[src/rtl/ram2_arbiter.sv]
// Two-requester arbiter for RAM port 2: fixed priority to requester 0 with a
// starvation override for requester 1, plus read-return routing by owner.
module ram2_arbiter #(
  parameter int ADDR_W     = 11,
  parameter int DATA_W     = 32,
  parameter int RD_LAT     = 1,
  parameter int STARVE_LIM = 4
) (
  input  logic              clk,
  input  logic              rst,
  input  logic              req0,
  input  logic              we0,
  input  logic [ADDR_W-1:0] addr0,
  input  logic [DATA_W-1:0] wdata0,
  output logic              gnt0,
  output logic              rvalid0,
  output logic [DATA_W-1:0] rdata0,
  input  logic              req1,
  input  logic              we1,
  input  logic [ADDR_W-1:0] addr1,
  input  logic [DATA_W-1:0] wdata1,
  output logic              gnt1,
  output logic              rvalid1,
  output logic [DATA_W-1:0] rdata1,
  output logic [ADDR_W-1:0] ram_addr2,
  output logic [DATA_W-1:0] ram_in2,
  output logic              ram_w_en2,
  input  logic [DATA_W-1:0] ram_data2
);

  localparam int CNT_W = $clog2(STARVE_LIM + 1);
  localparam logic [CNT_W-1:0] LIM_C = CNT_W'(STARVE_LIM);

  logic [CNT_W-1:0]  starve_cnt_r;
  logic [RD_LAT-1:0] pipe_vld_r;
  logic [RD_LAT-1:0] pipe_own_r;
  logic              sel0_s;
  logic              sel1_s;
  logic              starved_s;
  logic              rd_issue_s;
  logic              tail_vld_s;
  logic              tail_own_s;

  // Winner selection; nothing is granted while reset is asserted.
  always_comb begin
    sel0_s    = 1'b0;
    sel1_s    = 1'b0;
    starved_s = (starve_cnt_r == LIM_C);
    if (rst) begin
      sel0_s = 1'b0;
      sel1_s = 1'b0;
    end else if (req0 && req1) begin
      sel0_s = !starved_s;
      sel1_s = starved_s;
    end else if (req0) begin
      sel0_s = 1'b1;
    end else if (req1) begin
      sel1_s = 1'b1;
    end else begin
      sel0_s = 1'b0;
      sel1_s = 1'b0;
    end
  end

  assign gnt0 = sel0_s;
  assign gnt1 = sel1_s;

  // RAM port 2 is steered by the winner and parked at zero when idle.
  always_comb begin
    ram_addr2  = {ADDR_W{1'b0}};
    ram_in2    = {DATA_W{1'b0}};
    ram_w_en2  = 1'b0;
    rd_issue_s = 1'b0;
    case ({sel1_s, sel0_s})
      2'b01: begin
        ram_addr2  = addr0;
        ram_in2    = wdata0;
        ram_w_en2  = we0;
        rd_issue_s = !we0;
      end
      2'b10: begin
        ram_addr2  = addr1;
        ram_in2    = wdata1;
        ram_w_en2  = we1;
        rd_issue_s = !we1;
      end
      default: begin
        ram_addr2  = {ADDR_W{1'b0}};
        ram_in2    = {DATA_W{1'b0}};
        ram_w_en2  = 1'b0;
        rd_issue_s = 1'b0;
      end
    endcase
  end

  // Consecutive-denial counter for requester 1, saturating at the limit.
  always_ff @(posedge clk) begin
    if (rst) begin
      starve_cnt_r <= {CNT_W{1'b0}};
    end else if (sel1_s || !req1) begin
      starve_cnt_r <= {CNT_W{1'b0}};
    end else if (starve_cnt_r != LIM_C) begin
      starve_cnt_r <= starve_cnt_r + CNT_W'(1);
    end else begin
      starve_cnt_r <= starve_cnt_r;
    end
  end

  // In-flight read tracker: one {valid, owner} slot per cycle of read latency.
  always_ff @(posedge clk) begin
    if (rst) begin
      pipe_vld_r <= {RD_LAT{1'b0}};
      pipe_own_r <= {RD_LAT{1'b0}};
    end else begin
      for (int i = RD_LAT - 1; i > 0; i--) begin
        pipe_vld_r[i] <= pipe_vld_r[i-1];
        pipe_own_r[i] <= pipe_own_r[i-1];
      end
      pipe_vld_r[0] <= rd_issue_s;
      pipe_own_r[0] <= rd_issue_s & sel1_s;
    end
  end

  assign tail_vld_s = pipe_vld_r[RD_LAT-1];
  assign tail_own_s = pipe_own_r[RD_LAT-1];

  // Read data is masked outside its valid cycle so idle outputs stay at zero.
  assign rvalid0 = !rst && tail_vld_s && !tail_own_s;
  assign rvalid1 = !rst && tail_vld_s && tail_own_s;
  assign rdata0  = rvalid0 ? ram_data2 : {DATA_W{1'b0}};
  assign rdata1  = rvalid1 ? ram_data2 : {DATA_W{1'b0}};

endmodule


[config.mk]
export PLATFORM = sky130hd
export DESIGN_NAME = ram2_arbiter
export DESIGN_NICKNAME = d
export VERILOG_FILES = /design/src/rtl/ram2_arbiter.sv
export SDC_FILE = /design/constraint.sdc
export NUM_CORES = 1
export LEC_CHECK = 0
export ABC_AREA = 1
export BUFFER_PORTS_ARGS = -buffer_cell sky130_fd_sc_hd__buf_4
export CELL_PAD_IN_SITES_DETAIL_PLACEMENT = 0
export CELL_PAD_IN_SITES_GLOBAL_PLACEMENT = 1
export CORE_MARGIN = 2
export CORE_UTILIZATION = 15
export DETAILED_ROUTE_END_ITERATION = 12
export GPL_ROUTABILITY_DRIVEN = 0
export MAX_ROUTING_LAYER = met4
export PLACE_DENSITY = 0.79
export SLEW_MARGIN = 15
export SYNTH_ARGS = -nofsm -noshare
export SYNTH_HDL_FRONTEND = slang
export SYNTH_SLANG_ARGS = --single-unit
[constraint.sdc]
create_clock -name clk -period 1.8 [get_ports clk]
set_input_delay 0.18 -clock clk [delete_from_list [all_inputs] [get_ports clk]]
set_output_delay 0.18 -clock clk [all_outputs]
set_load 0.03 [all_outputs]
=== Word level (Yosys, flattened, before mapping) ===
Cells that the tools add are included.

* Add/subtract/negate cells: 1
* Reductions and logical operators: 12
* Muxes and demuxes: 13
* Equality and inequality tests: 4
* Bitwise logic cells: 1

{| class="wikitable"
|+ Operators by type and width
! cell !! number
|-
| 2-to-1 mux 32 bit || 2
|-
| case mux 32 bit (2 select lines) || 1
|-
| case mux 11 bit (2 select lines) || 1
|-
| 2-to-1 mux 1 bit || 7
|-
| logical NOT 1 bit || 6
|-
| logical AND 1 bit || 4
|-
| case mux 1 bit (2 select lines) || 2
|-
| adder 3 x 1 -> 3 bit, second input constant || 1
|-
| equality test 3 bit, second input constant || 1
|-
| != test 3 bit, second input constant || 1
|-
| equality test 2 x 1 -> 1 bit, second input constant || 1
|-
| equality test 2 bit, second input constant || 1
|-
| OR reduction 2 bit || 1
|-
| bitwise AND 1 bit || 1
|-
| logical OR 1 bit || 1
|}

* Output and inout bits: 112
* Input bits: 124
* Register bits after elaboration: 5
* Logic and storage cells: 34

=== Longest topological paths before layout ===
* Depth after elaboration: 7
* Gate-level depth with buffers: 12
* Depth with buffers taken out: 11

=== Worst setup path after synthesis ===
Ideal clock, no wire load.

* Path kind: register to output
* Start point: register starve_cnt_r[0]
* End point: output port ram_addr2[0]
* Path slack: -442 ps
* Cell stages (with the launch flop): 11
* Required time: 1,620 ps
* Buffers on the path: 2
* Arrival time: 2,062 ps
* Path through: dfxtp_1 inv_1 ha_1 nand2_1 nand2_1 nand2_1 inv_1 ha_1 buf_2 buf_2 a21oi_1

* Elaborated cells on any way between the ends: 9
* Those cells by class: 3 x eq/ne; 5 x mux; 1 x reduce/logical

{| class="wikitable"
|+ RTL lines
! item !! RTL line !! RTL
|-
| start: declaration || 34 || <nowiki>logic [CNT_W-1:0] starve_cnt_r;</nowiki>
|-
| start signal: assignment || 99 || <nowiki>starve_cnt_r <= {CNT_W{1'b0}};</nowiki>
|-
| start signal: assignment || 101 || <nowiki>starve_cnt_r <= {CNT_W{1'b0}};</nowiki>
|-
| start signal: assignment || 103 || <nowiki>starve_cnt_r <= starve_cnt_r + CNT_W'(1);</nowiki>
|-
| equality test 3 bit * || 48 || <nowiki>starved_s = (starve_cnt_r == LIM_C);</nowiki>
|-
| 2-to-1 mux 1 bit * || 52 || <nowiki>end else if (req0 && req1) begin</nowiki>
|-
| 2-to-1 mux 1 bit * || 49 || <nowiki>if (rst) begin</nowiki>
|-
| net gnt1 || 22 || <nowiki>output logic gnt1,</nowiki>
|-
| equality test 2 bit or equality test 2 x 1 -> 1 bit (tied branches) || 74 || <nowiki>case ({sel1_s, sel0_s})</nowiki>
|-
| case mux 11 bit (2 select lines) * || 74 ||
|-
| end: declaration || 25 || <nowiki>output logic [ADDR_W-1:0] ram_addr2,</nowiki>
|}

The timed path passes the listed nets; every way through them passes the cells marked *.

=== Final worst setup path ===
* Start point: register starve_cnt_r[1]
* End point: output port ram_in2[29]

* Word-level cells in the longest chain between the ends: 6
* Elaborated cells on any way between the ends: 9
* Those cells by class: 3 x eq/ne; 5 x mux; 1 x reduce/logical

{| class="wikitable"
|+ Ends and longest elaborated chain
! item !! RTL line !! RTL
|-
| equality test 3 bit * || 48 ||
|-
| logical NOT 1 bit || 53 || <nowiki>sel0_s = !starved_s;</nowiki>
|-
| 2-to-1 mux 1 bit || 52 ||
|-
| 2-to-1 mux 1 bit || 49 ||
|-
| equality test 2 bit or equality test 2 x 1 -> 1 bit (tied branches) || 74 ||
|-
| case mux 32 bit (2 select lines) * || 74 ||
|-
| end: declaration || 26 || <nowiki>output logic [DATA_W-1:0] ram_in2,</nowiki>
|}

Mark *: on every way between the ends. The rest lies on a longest branch, timed or not.

==> metrics.md <==
| Metric | Value |
|---|---|
| Final Hold Fails | 0 |
| GRT Util Overall | 15.5% |
| CP Capture Type | output pin |
| Clock power frac | 16.1% |
| Power share of the combinational group | between 70% and 80% |
| Failing checks | setup timing |
| WL/cell | 13.6 um |
| Psw | 515 uW |
| H-Tree Depth | 1 |
| RSZ-0062 raised after global routing | true |
| Antenna diode count | 0 |
| Die Footprint | 0.0108 sq mm |
| Global route overflow | 0 |
| CP required | 1620 ps |
| Crit start category | flip-flop |
| Vias in the first global route | between 2000 and 3000 |
| Dpl hpwl | 6710 um |
| Pre-CTS WS | -51.5 ps |
| Final #Nets | 677 |
| DRC | 0 |
| Clk buf depth | 2 |
| First-pass GRT wire length | ~13000 um |
| Crit path from | starve_cnt_r[1]$_SDFFE_PP0P_ |
| Util after Layout | 48.7% |
| Row cnt | 36 |
| Largest net degree at the start of global routing | 34 |
| Outcome | finished, violations left |
| Final period util | 111% |
| P&R area growth vs syn | 217% |
| Distinct cell type count after synthesis | 15 |
| Sink Count | 5 |
| Post-Syn Instances | between 200 and 300 |
| Total power | roughly 1300 uW |
| Syn avg cell area | 5.09 sq um |
| DRT Wirelength | 9280 um |
| Max Cap Viol | 0 |
| Post-route setup slack | -207 ps |
| Synth area leader | nand2_1 |
| Worst-Margin Slew | 405 ps |
| Yosys top cell area share | 24.6% |
| Fin area | 0.00474 sq mm |
| Reg area | 103 sq um |
| CP Max Fanout | 9 |
| Worst Min Path Start | rst |
| Synth top area cells | nand2_1, a21oi_1, nor2_2, inv_1, nor2_1 |
| #FFs+latches synth | 5 |
| Crit path kind | flip-flop to output pin |
| Antenna violations before repair | 0 |
| Int Power | 761 uW |
| Total core area | between 0.009 and 0.01 sq mm |
| Iter 0 DRT Violations | 72 |
| Clock Latency Late Sink | 220 ps |
| Register area share after synthesis | 6.69% |
| Switching Share | between 40% and 50% |
| Placed Area | 0.00395 sq mm |
| PD cells | about 270 mW/mm^2 |
| I/O Buffers | roughly 240 |
| Number of fill cells | 929 |
| Period minus WS final | approximately 2000 ps |
| Worst flop-to-flop path startpoint | starve_cnt_r[1]$_SDFFE_PP0P_ |
| Area occupied by multi-input gates | 0.00176 sq mm |
| Sequential power share | under 10% |
| Worst-path clk slew | 40 ps |
| Via density | 4.10 |
| Final Setup Violations | 44 |
| Fmax | approximately 500 MHz |
| Crit path arrival time | 1830 ps |
| HP Class | primary input to flip-flop |
| Via count | 2793 |
| Synth warn | 0 |
| Remaining antenna violation count | 0 |
| CTS Root Cell | clkbuf_8 |
| Fin Clk Skew | between 1.5 and 2 ps |
| Total CTS buffers | 3 |
| CTS tree | yes |
| Starting density of the core | roughly 15% |
| Worst slew margin | 73.0% |
| Ratio of cells with drive above 1 in the final layout | 75.4% |
| Die height | 104 um |
| Pre-antenna DRT Iters | 4 |
| Max VDD drop | between 0.0002 and 0.00025 V |
| Io pins | 236 |
| Mapped cell area | 0.00150 sq mm |
| Leak pwr | 0.00228 uW |
| Max-slew violations | 0 |
| Syn nets | around 420 |
| Die W | 104 um |
## Yosys cell counts (all sizes together)
library cell	instances
nand3	5
buf	21
inv	45
a21oi	44
nor2	70
dfxtp	5
nand2	98
xnor2	1
ha	4
nand3b	1
## worst max-delay path, stage by stage, from the launching register on
cell and delay (ps):
dfxtp_2 320, inv_2 40, ha_4 170, nand2_4 70
nand2_4 50, nand2_4 70, buf_6 100, ha_4 210
clkbuf_16 190, nand2_1 90, a21oi_4 130, buf_6 140
## logic make-up (layout without fill, tap and decap cells)
family          count (synthesis)  in the layout  synth area share [%]
simple gates                  174            175                  51.2
buf+inv                        66            319                  23.5
compound gates                 44             44                  14.7
flops                           5              5                  6.69
fa+ha+maj                       4              4                  3.34
xor+xnor                        1              1                 0.585
## power by group through the flow
stage / clock network [uW] / registers (uW) / logic (uW)
2_1_floorplan: 0 / 117 / 426
3_3_place_gp: 0 / 117 / 740
3_5_place_dp: 0 / 117 / 749
4_1_cts: 213 / 115 / 905
5_1_grt: 220 / 116 / 1010
6_report: 206 / 116 / 954
## timing repair
item,in CTS,in global routing
setup buffers,9,1
endpoints found under the hold margin,0,0
setup endpoints to repair,44,49
pin swaps,4,4
resized for setup,85,38
hold buffers,0,0
cloned,5,4
## per-stage QoR
| step | instances | hold slack, ps | setup TNS, ps |
|---|---|---|---|
| floorplan | 294 | 252 | 0 |
| global placement | 658 | 373 | -709 |
| detailed placement | 658 | 372 | -1200 |
| CTS | 676 | 138 | -8390 |
| global route | 681 | 142 | -11390 |
| finish | 681 | 144 | -7880 |
## placed cells by master, fill, tap and decap left out
cell type,n
inv_1,40
buf_4,205
bufbuf_16,1
buf_12,10
nand3_1,2
nand3b_4,1
inv_2,3
a21oi_4,41
nor2_1,39
dfxtp_2,2
buf_16,4
clkbuf_1,1
buf_6,46
ha_4,3
buf_8,1
a21oi_2,3
clkbuf_16,3
nand3_4,4
inv_4,2
clkbuf_8,3
nor2_2,31
nand2_2,42
xnor2_1,1
dfxtp_1,3
ha_1,1
nand2_1,48
nand2_4,8
## metal layers
metal / up-vias / global-route usage, % / wire (um)
met5: - / - / 0
met4: 0 / 4.63 / 180
met1: 1254 / 15.6 / 3380
li1: 1389 / - / -
met2: 136 / 30.0 / 5030
met3: 14 / 3.13 / 686
## final cells by class
class	count	share of cell area (%)
inverter	45	3.67
clock buffer	4	0.950
multi-input combinational	224	37.2
sequential	5	2.16
tap	133	3.51
timing repair buffer	270	52.5
## worst paths after layout
kind | end | slack, ps | cells past startpoint
max | ram_in2[29] | -210 | 11
min | pipe_vld_r$_SDFF_PP0_ | 140 | 2
min reg2reg | starve_cnt_r[0]$_SDFFE_PP0P_ | 500 | 2
max reg2reg | pipe_own_r$_SDFF_PP0_ | 130 | 12
## state kept, by name, summed over array words and instances, names as in the netlist
signal / flops
pipe_own_r: 1
starve_cnt_r: 3
pipe_vld_r: 1
No activity file was read; power rests on OpenSTA's default activity.
